$ cat src/rtl/io_bel_pkg.sv
// Shared configuration layout for the frame-config bidirectional IO BELs.
package io_bel_pkg;

  localparam int unsigned CH_CFG_BITS  = 5;

  // Bit positions within one channel's configuration slice
  localparam int unsigned CFG_OUT_REG  = 0;
  localparam int unsigned CFG_OE_REG   = 1;
  localparam int unsigned CFG_IN_SYNC2 = 2;
  localparam int unsigned CFG_FILT_EN  = 3;
  localparam int unsigned CFG_IN_INV   = 4;

endpackage

$ cat src/rtl/io_bidir_chan.sv
// One bidirectional IO channel: optional output/tristate registers, 1/2-flop
// input synchroniser, stable-sample glitch filter and optional input inversion.
module io_bidir_chan
  import io_bel_pkg::*;
#(
  parameter int unsigned FILTER_LEN = 4,
  parameter int unsigned FILTER_W   = ($clog2(FILTER_LEN) > 1) ? $clog2(FILTER_LEN) : 1
) (
  input  logic                   clk,
  input  logic                   rst_n,
  input  logic                   i,
  input  logic                   t,
  input  logic                   o_top,
  input  logic [CH_CFG_BITS-1:0] cfg,
  output logic                   o,
  output logic                   q,
  output logic                   i_top,
  output logic                   t_top
);

  localparam logic [FILTER_W-1:0] CNT_MAX = FILTER_W'(FILTER_LEN - 1);

  logic                i_reg;
  logic                t_reg;
  logic                s1;
  logic                s2;
  logic                f;
  logic [FILTER_W-1:0] cnt;
  logic                p;
  logic                s;

  assign p = o_top ^ cfg[CFG_IN_INV];
  assign s = cfg[CFG_IN_SYNC2] ? s2 : s1;

  // Filter runs even when bypassed so enabling it yields an already-settled value
  always_ff @(posedge clk or negedge rst_n) begin
    if (!rst_n) begin
      i_reg <= 1'b0;
      t_reg <= 1'b1;
      s1    <= 1'b0;
      s2    <= 1'b0;
      f     <= 1'b0;
      cnt   <= '0;
    end else begin
      i_reg <= i;
      t_reg <= t;
      s1    <= p;
      s2    <= s1;
      if (s == f) begin
        cnt <= '0;
      end else if (cnt == CNT_MAX) begin
        f   <= s;
        cnt <= '0;
      end else begin
        cnt <= cnt + FILTER_W'(1);
      end
    end
  end

  assign o     = p;
  assign q     = cfg[CFG_FILT_EN]  ? f     : s;
  assign i_top = cfg[CFG_OUT_REG]  ? i_reg : i;
  assign t_top = cfg[CFG_OE_REG]   ? t_reg : t;

endmodule

$ cat src/rtl/io_bidir_nchan.sv
// NUM_CH-channel bidirectional frame-config IO BEL between switch matrix and pads.
module io_bidir_nchan
  import io_bel_pkg::*;
#(
  parameter int unsigned NUM_CH     = 2,
  parameter int unsigned FILTER_LEN = 4
) (
  input  logic                          UserCLK,
  input  logic                          resetn,
  input  logic [NUM_CH-1:0]             I,
  input  logic [NUM_CH-1:0]             T,
  output logic [NUM_CH-1:0]             O,
  output logic [NUM_CH-1:0]             Q,
  output logic [NUM_CH-1:0]             I_top,
  output logic [NUM_CH-1:0]             T_top,
  input  logic [NUM_CH-1:0]             O_top,
  input  logic [NUM_CH*CH_CFG_BITS-1:0] ConfigBits
);

  localparam int unsigned FILTER_W = ($clog2(FILTER_LEN) > 1) ? $clog2(FILTER_LEN) : 1;

  for (genvar c = 0; c < NUM_CH; c++) begin : g_ch
    io_bidir_chan #(
      .FILTER_LEN (FILTER_LEN),
      .FILTER_W   (FILTER_W)
    ) u_chan (
      .clk   (UserCLK),
      .rst_n (resetn),
      .i     (I[c]),
      .t     (T[c]),
      .o_top (O_top[c]),
      .cfg   (ConfigBits[c*CH_CFG_BITS +: CH_CFG_BITS]),
      .o     (O[c]),
      .q     (Q[c]),
      .i_top (I_top[c]),
      .t_top (T_top[c])
    );
  end

endmodule
$ cat config.mk
export PLATFORM = sky130hd
export DESIGN_NAME = io_bidir_nchan
export DESIGN_NICKNAME = d
export VERILOG_FILES = /design/src/rtl/io_bel_pkg.sv /design/src/rtl/io_bidir_chan.sv /design/src/rtl/io_bidir_nchan.sv
export SDC_FILE = /design/constraint.sdc
export NUM_CORES = 1
export LEC_CHECK = 0
export ABC_AREA = 1
export CORE_ASPECT_RATIO = 0.9
export CORE_MARGIN = 1
export CORE_UTILIZATION = 41
export DETAILED_ROUTE_END_ITERATION = 10
export PLACE_DENSITY = 0.76
export SYNTH_ARGS = -nofsm -noshare
export SYNTH_HDL_FRONTEND = slang
export SYNTH_HIERARCHICAL = 1
export SYNTH_SLANG_ARGS = --single-unit
$ cat constraint.sdc
create_clock -name UserCLK -period 1.2 [get_ports UserCLK]
set_clock_uncertainty 0.05 [all_clocks]
set_input_delay 0.36 -clock UserCLK [delete_from_list [all_inputs] [get_ports UserCLK]]
set_output_delay 0.36 -clock UserCLK [all_outputs]
set_load 0.02 [all_outputs]
==> impl_metrics.yaml, run 1 <==
clock_network:
  clock_latency_ns: 0.28
  cts_buffer_depth: 2
  numCtsBuffers: 3
  cts_tree: "done"
  hold_buffers: 0
  clockRootBuffer: "clkbuf_4"
  clkTransAtPathRegs_ns: 0.08
  htree_levels: 1
  cts_sinks: 14
worst_setup_path:
  path_max_fanout: 3
  cp.arrival_ns: 1.13
  required_ns: 0.79
  critPathKind: "primary input to output port"
  end_kind: "output port"
  startpoint_type: "primary input"
drt:
  drtPass1Iterations: 2
  dr_total_vias: 541
  drc_errors: 0
  detail_route.vias_per_cell: 4.47
  routedWlPerCell_um: 12.2
  first_iter_violations: 3
  ant_nets: 0
  wl_mm: 1.47
power_and_ir_drop:
  leakage_nw: 0.598
  peakVddDrop_v: 0.000993
  power_density_mw_per_mm2: 1470
global_routing:
  grt_pass1_vias: 510
  grt_max_degree: 9
  overflow: 0
  track_usage: 0.188
  grt_antenna_before_repair: 0
  grt_pass1_wl_mm: 2.17
sta:
  hold_viol: 0
  worst_hold_slack_ns: 0.227
  final_max_slew_viol_count: 0
  grt_setup_unrepaired: "true"
  finalSetupViolCount: 6
  worst_slew_pin_slew_ns: 0.237
  post-route-worst-setup-slack_ns: -0.335
  fin_crit_ns: 1.54
  clock.fmax_mhz: 651
  slew-limit-headroom: 0.842
  min_period_over_period: 1.28
logic_synthesis:
  synth_top_family_by_area: "simple AND/OR/NAND/NOR gates"
  synth_warnings: 6
  synth-xor-area-share: 0.0267
  synth.area.top_cells: "dfrtp_1 46%, dfstp_2 8.0%, mux2_2 6.9%"
  synthMuxAreaShare: 0.0687
  syn_nets: 82
  ys_types: 14
  synth_cells: 62
  synth_simple_gate_area_frac: 0.218
  synthAdderAreaFrac: 0.0382
  netlist_area_sq_um: 656
  syn_area_per_cell_sq_um: 10.6
  synth_top_area_cell: "dfrtp_1"
  yosysSeqAreaShare: 0.538
  synth_top_area_share: 0.458
  synth-seq-cells: 14
  synth_compound_area_frac: 0.0534
min_path:
  hp-class: "primary input to flop"
layout:
  largest_reg_flops: 4
  final_common_cell: "buf_4"
  final_cell_mix: "15 x buf_4, 12 x dfrtp_1, 11 x dlygate4sd2_1, 11 x buf_6, 8 x nand2_2"
  largest_register: "g_ch.u_chan/cnt"
  regArea_sq_um: 353
  antenna_cells: 0
  drive_gt1_frac: 0.557
  syn_to_final_growth_pct: 73.3
  multi_input_area_sq_um: 323
  final_cells: 121
  layout.nets: 127
  fill_cells: 100
place:
  dp_hpwl_mm: 1.02
  gp_congestion: 0.695
  io_buffers: 25
  place_inst: 113
floorplanning:
  core_sq_mm: 0.00146
  die_h_um: 39.9
  placementRows: 13
  start_util: 0.448
  num_io_pins: 26
  die_x_um: 44.2
  dieArea_sq_mm: 0.00176
flow_run:
  cap_violations: 0
outcome:
  violations: "setup timing"
  status: "finished with violations"
critical path, stage by stage:
cell and delay, ns:
dlygate4sd2_1 0.24, inv_1 0.08, nand2_2 0.09, nand2_2 0.07
o21ai_2 0.15, buf_6 0.14
metal layers:
| layer | vias to the layer above | wire, um | track usage |
|---|---|---|---|
| met1 | 243 | 561 | 0.194 |
| met2 | 18 | 805 | 0.335 |
| met3 | 2 | 86 | 0.0811 |
| met5 | - | 0 | 0 |
| li1 | 278 | - | - |
| met4 | 0 | 17 | 0.0909 |
path summary, 6_finish.rpt:
check / slack (ns) / to / from / cells after the start
setup reg to reg: 0.11 / g_ch[1].u_chan/cnt[0] / g_ch[1].u_chan/cnt[0] / 3
max in group asynchronous: 0.51 / g_ch[1].u_chan/cnt[0] / resetn / 2
hold / removal: 0.23 / g_ch[0].u_chan/s1 / O_top[0] / 2
hold reg to reg: 0.45 / g_ch[0].u_chan/s2 / g_ch[0].u_chan/s1 / 1
min in group asynchronous: 0.25 / g_ch[1].u_chan/s1 / resetn / 1
setup / recovery: -0.34 / Q[1] / ConfigBits[7] / 6
logic make-up (layout without fill, tap and decap cells):
kind of cell | after synthesis | in the layout
flops | 14 | 14
mux | 4 | 4
compound gates | 4 | 4
xor+xnor | 2 | 2
simple gates | 26 | 26
fa+ha+maj | 2 | 2
buf+inv | 10 | 54
layout make-up:
| class | instances | share of cell area |
|---|---|---|
| multi-input combinational | 38 | 0.284 |
| inverter | 10 | 0.0330 |
| clock buffer | 4 | 0.0319 |
| tap | 15 | 0.0165 |
| sequential | 14 | 0.311 |
| timing repair buffer | 40 | 0.324 |
Yosys cell counts (all sizes together):
cell,number
inv,10
ha,2
nand2,14
dfrtp,12
o21ai,2
or2,2
nand3,4
dfstp,2
xor2,2
a21oi,2
mux2,4
nor2,6
repair_timing:
item	CTS	global route
pin swaps	2	2
cloned	0	0
setup buffers	4	0
setup endpoints to repair	8	8
gates resized for setup	83	9
report_power, final:
part / internal, mW / switching, mW / total [mW]
Clock: 0.184 / 0.149 / 0.334
Sequential: 0.583 / 0.0475 / 0.631
Combinational: 0.365 / 0.335 / 0.700
Total: 1.13 / 0.532 / 1.66
per-stage QoR:
step                utilization  power [mW]  area, sq um  TNS (ns)  worst slack [ns]
floorplan                     -        1.01          656         0            0.0345
global placement          0.688        1.26         1010     -8.35            -0.967
detailed placement        0.688        1.29         1010     -8.66            -0.986
CTS                       0.744        1.66         1090     -1.64            -0.297
global route              0.776        1.79         1140     -1.95            -0.407
finish                    0.776        1.66         1140     -1.64            -0.335
Power figures use the tool's default switching activity.
==> inputs of run 2 (changes only) <==
- CAP_MARGIN: default -> 20
==> results of run 2 <==
No change in the layout: final DEF, timing and power equal those of run 1.
==> inputs of run 3 (changes only) <==
- CTS_CLUSTER_SIZE: default -> 14
==> results of run 3 <==
No change in the layout: final DEF, timing and power equal those of run 1.
